==> src/rtl/tx_framer_if.sv <==
// tx_framer_if: SPI byte input handshake plus RF frame line and status of tx_framer.
interface tx_framer_if #(parameter int FIFO_DEPTH = 16);
   logic [7:0] din;
   logic din_vld, din_rdy, tx_out, tx_busy, bit_stb, done, ovf;
   logic [$clog2(FIFO_DEPTH):0] fifo_cnt;
   modport master (output din, din_vld, input din_rdy, tx_out, tx_busy, bit_stb, done, ovf, fifo_cnt);
   modport slave (input din, din_vld, output din_rdy, tx_out, tx_busy, bit_stb, done, ovf, fifo_cnt);
endinterface

==> src/rtl/tx_framer.sv <==
// tx_framer: byte FIFO feeding a serial RF framer (preamble, sync, payload, CRC-8, idle gap).
module tx_framer #(
   parameter int BIT_DIV = 16,
   parameter int PREAMBLE_BYTES = 2,
   parameter logic [7:0] SYNC_WORD = 8'hD3,
   parameter int PKT_BYTES = 8,
   parameter int FIFO_DEPTH = 16,
   parameter int GAP_BITS = 8
) (
   input logic clk,
   input logic rst,
   tx_framer_if.slave bus
);
   localparam int AW = $clog2(FIFO_DEPTH);
   localparam int CW = AW + 1;
   localparam int DW = $clog2(BIT_DIV);
   typedef enum logic [2:0] {IDLE, PREAMBLE, SYNC, PAYLOAD, CRC, GAP} state_t;
   state_t state_q, state_d;
   logic [DW-1:0] div_q, div_d;
   logic [2:0] bit_q, bit_d;
   logic [15:0] bc_q, bc_d;
   logic [7:0] sh_q, sh_d, crc_q, crc_d, nb;
   logic tx_q, tx_d, done_q, done_d, ovf_q, ovf_d, ld;
   logic [AW-1:0] wr_q, wr_d, rd_q, rd_d;
   logic [CW-1:0] cnt_q, cnt_d;
   logic [7:0] mem [FIFO_DEPTH];
   logic push, pop, stb, adv;
   assign bus.din_rdy = cnt_q != CW'(FIFO_DEPTH);
   assign push = bus.din_vld && bus.din_rdy;
   assign stb = state_q != IDLE && div_q == '0;
   assign adv = state_q != IDLE && div_q == DW'(BIT_DIV - 1);
   // each payload byte leaves the FIFO on the strobe of its first bit
   assign pop = state_q == PAYLOAD && stb && bit_q == 3'd7;
   always_comb begin
      ovf_d = ovf_q | (bus.din_vld & ~bus.din_rdy);
      wr_d = push ? wr_q + 1'b1 : wr_q;
      rd_d = pop ? rd_q + 1'b1 : rd_q;
      cnt_d = cnt_q + CW'(push) - CW'(pop);
      div_d = (state_q == IDLE || adv) ? '0 : div_q + 1'b1;
      crc_d = (state_q == PAYLOAD && stb) ? ({crc_q[6:0], 1'b0} ^ ((crc_q[7] ^ tx_q) ? 8'h07 : 8'h00)) : crc_q;
      state_d = state_q;
      bit_d = bit_q;
      bc_d = bc_q;
      sh_d = sh_q;
      tx_d = tx_q;
      done_d = 1'b0;
      ld = 1'b0;
      nb = mem[rd_q];
      if (state_q == IDLE) begin
         if (cnt_q >= CW'(PKT_BYTES)) begin
            state_d = PREAMBLE;
            bc_d = '0;
            crc_d = '0;
            ld = 1'b1;
            nb = 8'hAA;
         end
      end else if (adv && state_q != GAP && bit_q != 3'd0) begin
         bit_d = bit_q - 3'd1;
         tx_d = sh_q[bit_q - 3'd1];
      end else if (adv) begin
         ld = 1'b1;
         unique case (state_q)
            PREAMBLE: if (bc_q == 16'(PREAMBLE_BYTES - 1)) begin state_d = SYNC; nb = SYNC_WORD; end
                      else begin bc_d = bc_q + 16'd1; nb = 8'hAA; end
            SYNC: begin state_d = PAYLOAD; bc_d = '0; end
            PAYLOAD: if (bc_q == 16'(PKT_BYTES - 1)) begin state_d = CRC; nb = crc_q; end
                     else bc_d = bc_q + 16'd1;
            CRC: begin state_d = GAP; bc_d = '0; ld = 1'b0; tx_d = 1'b0; end
            default: begin
               ld = 1'b0;
               if (bc_q == 16'(GAP_BITS - 1)) begin state_d = IDLE; done_d = 1'b1; end
               else bc_d = bc_q + 16'd1;
            end
         endcase
      end
      if (ld) begin
         sh_d = nb;
         tx_d = nb[7];
         bit_d = 3'd7;
      end
   end
   always_ff @(posedge clk or negedge rst) begin
      if (!rst) begin
         state_q <= IDLE;
         div_q <= '0;
         bit_q <= '0;
         bc_q <= '0;
         sh_q <= '0;
         crc_q <= '0;
         tx_q <= 1'b0;
         done_q <= 1'b0;
         ovf_q <= 1'b0;
         wr_q <= '0;
         rd_q <= '0;
         cnt_q <= '0;
      end else begin
         state_q <= state_d;
         div_q <= div_d;
         bit_q <= bit_d;
         bc_q <= bc_d;
         sh_q <= sh_d;
         crc_q <= crc_d;
         tx_q <= tx_d;
         done_q <= done_d;
         ovf_q <= ovf_d;
         wr_q <= wr_d;
         rd_q <= rd_d;
         cnt_q <= cnt_d;
      end
   end
   always_ff @(posedge clk) begin
      if (push) mem[wr_q] <= bus.din;
   end
   assign bus.tx_out = tx_q;
   assign bus.tx_busy = state_q != IDLE;
   assign bus.bit_stb = stb;
   assign bus.done = done_q;
   assign bus.ovf = ovf_q;
   assign bus.fifo_cnt = cnt_q;
endmodule
==> src/flat_wrapper.sv <==
// flat-port wrapper written by rule: the top's interface ports become plain ports
module tx_framer_flat 
#(
   parameter int BIT_DIV = 16,
   parameter int PREAMBLE_BYTES = 2,
   parameter logic [7:0] SYNC_WORD = 8'hD3,
   parameter int PKT_BYTES = 8,
   parameter int FIFO_DEPTH = 16,
   parameter int GAP_BITS = 8
)
  (clk, rst, bus_din, bus_din_vld, bus_din_rdy, bus_tx_out, bus_tx_busy, bus_bit_stb, bus_done, bus_ovf, bus_fifo_cnt);
  tx_framer_if #(.FIFO_DEPTH(FIFO_DEPTH)) bus_i ();
  input logic clk;
  input logic rst;
  input wire logic [$bits(bus_i.din)-1:0] bus_din;
  input wire logic [$bits(bus_i.din_vld)-1:0] bus_din_vld;
  output wire logic [$bits(bus_i.din_rdy)-1:0] bus_din_rdy;
  output wire logic [$bits(bus_i.tx_out)-1:0] bus_tx_out;
  output wire logic [$bits(bus_i.tx_busy)-1:0] bus_tx_busy;
  output wire logic [$bits(bus_i.bit_stb)-1:0] bus_bit_stb;
  output wire logic [$bits(bus_i.done)-1:0] bus_done;
  output wire logic [$bits(bus_i.ovf)-1:0] bus_ovf;
  output wire logic [$bits(bus_i.fifo_cnt)-1:0] bus_fifo_cnt;
  assign bus_i.din = bus_din;
  assign bus_i.din_vld = bus_din_vld;
  assign bus_din_rdy = bus_i.din_rdy;
  assign bus_tx_out = bus_i.tx_out;
  assign bus_tx_busy = bus_i.tx_busy;
  assign bus_bit_stb = bus_i.bit_stb;
  assign bus_done = bus_i.done;
  assign bus_ovf = bus_i.ovf;
  assign bus_fifo_cnt = bus_i.fifo_cnt;
  tx_framer #(.BIT_DIV(BIT_DIV), .PREAMBLE_BYTES(PREAMBLE_BYTES), .SYNC_WORD(SYNC_WORD), .PKT_BYTES(PKT_BYTES), .FIFO_DEPTH(FIFO_DEPTH), .GAP_BITS(GAP_BITS)) u_core (.clk(clk), .rst(rst), .bus(bus_i));
endmodule
==> config.mk <==
export PLATFORM = sky130hd
export DESIGN_NAME = tx_framer_flat
export DESIGN_NICKNAME = d
export VERILOG_FILES = /design/src/rtl/tx_framer_if.sv /design/src/rtl/tx_framer.sv /design/src/flat_wrapper.sv
export SDC_FILE = /design/constraint.sdc
export NUM_CORES = 1
export LEC_CHECK = 0
export CAP_MARGIN = 20
export CORE_AREA = 2 2 133 135
export DETAILED_ROUTE_END_ITERATION = 7
export DIE_AREA = 0 0 135 137
export PLACE_DENSITY_LB_ADDON = 0.3
export SYNTH_ARGS = -nofsm -noshare
export SYNTH_HDL_FRONTEND = slang
export SYNTH_SLANG_ARGS = --single-unit
export TNS_END_PERCENT = 50
==> constraint.sdc <==
create_clock -name clk -period 6.3 [get_ports clk]
set_clock_uncertainty 0.15 [all_clocks]
set_input_delay 0.945 -clock clk [delete_from_list [all_inputs] [get_ports clk]]
set_output_delay 0.945 -clock clk [all_outputs]
set_load 0.005 [all_outputs]
# Word level (Yosys, flattened, before mapping)
# Memory sizes are Yosys's and may differ from the RTL's.
# Index checks and enable logic that the tools add are counted.
[totals]
mem_bits_rw = 128
register_bits = 58
mem_bits_ro = 0
output_inout_bits = 11
n_memories = 1
latch_bits = 0
[mem_list]
columns = ["memory", "depth", "width", "read_ports", "rd_clocked_by_memory_dff", "wr", "line_no", "text"]
rows = [
  ["u_core.mem", 16, 8, 1, 0, 1, "tx_framer.sv:26", "logic [7:0] mem [FIFO_DEPTH];"],
]
[classes]
reduce_logical = 24
shift = 0
bitwise_logic = 5
n_addsub = 7
n_mul = 0
div = 0
n_mux = 49
eq_ne = 17
magnitude_cmp = 2
[ops]
columns = ["operator", "n"]
rows = [
  ["$mux 16", 6],
  ["$mux 8", 8],
  ["$mux 3", 11],
  ["$pmux 16 s2", 1],
  ["$mux 1", 18],
  ["$add 16x1->16 const B", 1],
  ["$eq 16x1->1 const B", 1],
  ["$eq 16x3->1 const B", 1],
  ["$pmux 8 s2", 1],
  ["$add 4x1->4 const B", 3],
  ["$pmux 3 s4", 1],
  ["$reduce_bool 3->1", 4],
  ["$xor 8x8->8", 1],
  ["$logic_and 1x1->1", 7],
  ["$mux 7", 1],
  ["$eq 3x2->1 const B", 2],
  ["$eq 3x3->1 const B", 2],
  ["$ne 3x2->1 const B", 2],
  ["$reduce_and 6->1", 1],
  ["$add 5x1->5", 1],
  ["$ge 5x4->1 const B", 1],
  ["$ne 5x5->1 const B", 1],
  ["$reduce_and 5->1", 1],
  ["$reduce_bool 5->1", 1],
  ["other kinds (25)", 27],
]

# Logic depth before layout (Yosys ltp)
[depth]
depth_word = 8
ltp_mapped = 13
mapped_depth_nobuf = 12

# Least setup slack after synthesis
# Ideal clock, no wire load.
[synth_timing]
path_type = "flip-flop to flip-flop"
start = "register with a tool-made name"
end = "register u_core.cnt_q[4] (netlist: u_core.bus.fifo_cnt[4])"
stages_incl_launch_ff = 13
period_less_slack_ns = 2.595
setup_ns = 0.079
arrival_time_ns = 2.366
setup_slack_ns = 3.705
required_time_ns = 6.071
path_cell_list = "dfrtp_1 clkbuf_1 nor2_1 nand3_1 nor2_1 ha_1 inv_1 ha_1 fa_1 a21oi_1 nor2_1 nor2_1 xor2_1"
[synth_rtl]
columns = ["element", "line_no", "text"]
rows = [
  ["to (signal assigned)", "tx_framer.sv:108", "cnt_q <= cnt_d;"],
  ["to (decl)", "tx_framer.sv:25", "logic [CW-1:0] cnt_q, cnt_d;"],
]

==> metrics <==
status=complete, no violations; setup tns final=0 ns; Tmin final=3.352 ns; Net Switching=0.7380 mW; synth warn=0; clock buffer depth=2; critical path endpoint=u_core.bus.fifo_cnt[4]$_DFF_PN0_; gr ovfl total=0; number of routed nets with antenna violations=0; Max VDD drop=0.0001721 V; Worst Reg-to-Reg Cells=11; Tot Pwr=2.875 mW; DR vias=4656; Power per Cell Area=309.1 mW/mm^2; Flop pwr share=51.9%; largest net degree at the start of global routing=59; Required @ worst endpoint=6.50 ns; WHS=0.3204 ns; Cells after DPL=779; Place WS=2.905 ns; post-cts sizing count=0; post-CTS setup buffers=0; DRT Pass-1 Iters=5; IO Port Bufs=21; # DRC=0; area of the multi-input gates=0.002808 sq mm; via density per instance=5.741; Clock Sinks=186; # fillers=1335; first-pass GRT wire length=25640 microns; Worst slew margin=26.96%; Final Worst Setup Slack=2.948 ns; fin crit share=53.21%; floorplan row count=48; post-synthesis sequential area ratio=63.49%; Antenna Cells=0; Max Clock Freq=298.3 MHz; syn avg cell area=15.19 sq um; Initial Utilization=48.90%; initial antenna violation count=0; Met2 Routed Length=7737 microns; Ports=22; Nets=606; register-to-register setup slack=2.95 ns; CTS tree=yes; Synth cell types=67; crit start category=flip-flop; Finished Layout Cells=811; leakage power=3.356 nW; die width=135 microns; CTS HTree Levels=4; Clk pwr share=35.6%; Metal-1 WL=7161 microns; Comb pwr share=12.5%; die area=0.01850 sq mm; sw frac=25.67%; Cells after Synth=549; CP Class=reg -> reg; dpl hpwl=11010 microns; Post-synth ARST share=31.18%; DR top layer=met4; CTS Hold Buffers Added=0; Area Overhead vs Synth=11.52%; Cell Int Power=2.137 mW; die height=137 microns; Syn Nets=581; Max Cap Viol=0; Worst-Skew Late Latency=0.43 ns; Wirelength per Cell=19.66 microns; Yosys reg bits=186; layout cells sized above 1=15.87%; final WL=15950 microns; storage element area=0.005296 sq mm; GR Util All Layers=18.65%; crit path max fanout=15; worst hold path type=reg -> reg; Slew Viols, Final=0; CTS Buf Count=17; met3 wire length=748 microns; Most used DFF post-synth=edfxtp_1; core area=0.01706 sq mm; placer congestion estimate=0.8066; critical path arrival=3.55 ns; unrepaired setup endpoints after global routing=no; CTS clk-pin slew, worst paths=0.07 ns; Crit Reg-Reg Endpoint=u_core.bus.fifo_cnt[4]$_DFF_PN0_; Hold Path Cell Cnt=1; EDFF count, synth=128; clk root buf=clkbuf_16; 1st-iter DRT viols=418; Cell Area, Synth=0.008340 sq mm; Setup violations, final=0; Least-Margin Pin Slew=1.087 ns; Final Hold Vio Count=0; vias in the first global route=4581; Critical Path Sink Type=flip-flop
-- Yosys cell counts, types with 6 or more instances --
| cell type | number | area (sq um) |
|---|---|---|
| and3_1 | 12 | 75.07 |
| mux2i_1 | 6 | 60.06 |
| dfrtp_1 | 58 | 1451 |
| nand2_1 | 30 | 112.6 |
| o21ai_0 | 11 | 55.05 |
| clkbuf_1 | 8 | 30.03 |
| edfxtp_1 | 128 | 3844 |
| nand3_1 | 21 | 105.1 |
| nor3_1 | 9 | 45.04 |
| buf_2 | 6 | 30.03 |
| xor2_1 | 9 | 78.83 |
| nor2_1 | 41 | 153.9 |
| a22oi_1 | 6 | 45.04 |
| ha_1 | 20 | 250.2 |
| a21oi_1 | 23 | 115.1 |
| or3_1 | 6 | 37.54 |
| xnor2_1 | 8 | 70.07 |
| mux4_2 | 28 | 630.6 |
| mux4_1 | 11 | 289.0 |
| inv_1 | 21 | 78.83 |
-- power groups by stage --
stage / logic [mW] / clock network, mW / registers [mW]
after floorplan: 0.230 / 0 / 1.49
after global placement: 0.349 / 0 / 1.51
after detailed placement: 0.360 / 0 / 1.52
after CTS: 0.364 / 1.04 / 1.49
after global routing: 0.403 / 1.09 / 1.50
final: 0.358 / 1.02 / 1.49
-- logic make-up after synthesis --
kind of cell,after synthesis,synth area share (%)
and+or+nand+nor,154,9.796
xor gates and xnor gates,17,1.785
buffers and inverters,46,2.850
adders and majority gates,22,3.360
AOI/OAI and AO/OA,77,6.706
muxes,47,12.02
DFF,186,63.49
-- layer usage --
metal / global-route usage (%) / up-vias
met5: 0 / -
met4: 5.787 / 0
met3: 4.407 / 22
met2: 30.54 / 115
met1: 25.00 / 2352
li1: - / 2167
-- final cells by class --
cell class                 count  share of cell area, %
clock buffer                  18                  4.614
clock inverter                13                  1.453
inverter                      23                 0.9282
multi-input combinational    317                  30.19
sequential                   186                  56.94
tap                          225                  3.027
timing repair buffer          29                  2.852
-- worst max-delay path, cell delays in order (launching register included) --
cell	delay, ns
dfrtp_1	0.56
nor2_1	0.26
nand3_1	0.45
nor2_1	0.51
ha_1	0.19
inv_1	0.04
ha_1	0.20
fa_1	0.42
a21oi_1	0.16
nor2_1	0.05
nor2_1	0.12
xor2_1	0.16
-- cells in the final DEF (no fill, tap or decap), types with 3 or more instances in the layout --
cell	instances
a21oi_1	23
a22oi_1	6
a31oi_1	3
and2_1	5
and3_1	12
buf_4	7
clkbuf_16	17
clkdlybuf4s50_1	20
dfrtp_1	57
edfxtp_1	128
ha_1	20
inv_1	21
inv_6	4
mux2i_1	6
mux4_1	11
mux4_2	28
nand2_1	30
nand2b_1	4
nand3_1	21
nand4_1	5
nor2_1	41
nor3_1	9
nor4_1	5
o21ai_0	11
o21ai_1	5
o21ai_2	3
o31ai_1	3
o31ai_2	3
or3_1	6
xnor2_1	8
xor2_1	9
-- flip-flops by register name, indices dropped and copies added (netlist names), named ones only --
name	flops
u_core.bc_q	16
u_core.bit_q	3
u_core.bus.done	1
u_core.bus.fifo_cnt	5
u_core.bus.ovf	1
u_core.bus.tx_out	1
u_core.crc_q	8
u_core.div_q	4
u_core.mem	128
u_core.rd_q	4
u_core.sh_q	8
u_core.state_q	2
u_core.wr_q	4
-- worst min-delay path by stage --
stage,from,endpoint,slack [ns]
6_report,u_core.bus.ovf$_DFF_PN0_,u_core.bus.ovf$_DFF_PN0_,0.32
5_1_grt,u_core.bus.ovf$_DFF_PN0_,u_core.bus.ovf$_DFF_PN0_,0.34
4_1_cts,u_core.bus.ovf$_DFF_PN0_,u_core.bus.ovf$_DFF_PN0_,0.32
3_5_place_dp,u_core.bus.ovf$_DFF_PN0_,u_core.bus.ovf$_DFF_PN0_,0.31
3_3_place_gp,u_core.bus.ovf$_DFF_PN0_,u_core.bus.ovf$_DFF_PN0_,0.30
2_1_floorplan,u_core.div_q[0]$_DFF_PN0_,u_core.div_q[0]$_DFF_PN0_,0.30
-- stage by stage --
| step | area, sq um | util [%] |
|---|---|---|
| after floorplan | 8341 | - |
| after CTS | 9294 | 54.49 |
| after global routing | 9301 | 54.53 |
| final | 9301 | 54.53 |
| after global placement | 8730 | 51.18 |
| after detailed placement | 8730 | 51.18 |
Power figures use the tool's default switching activity.
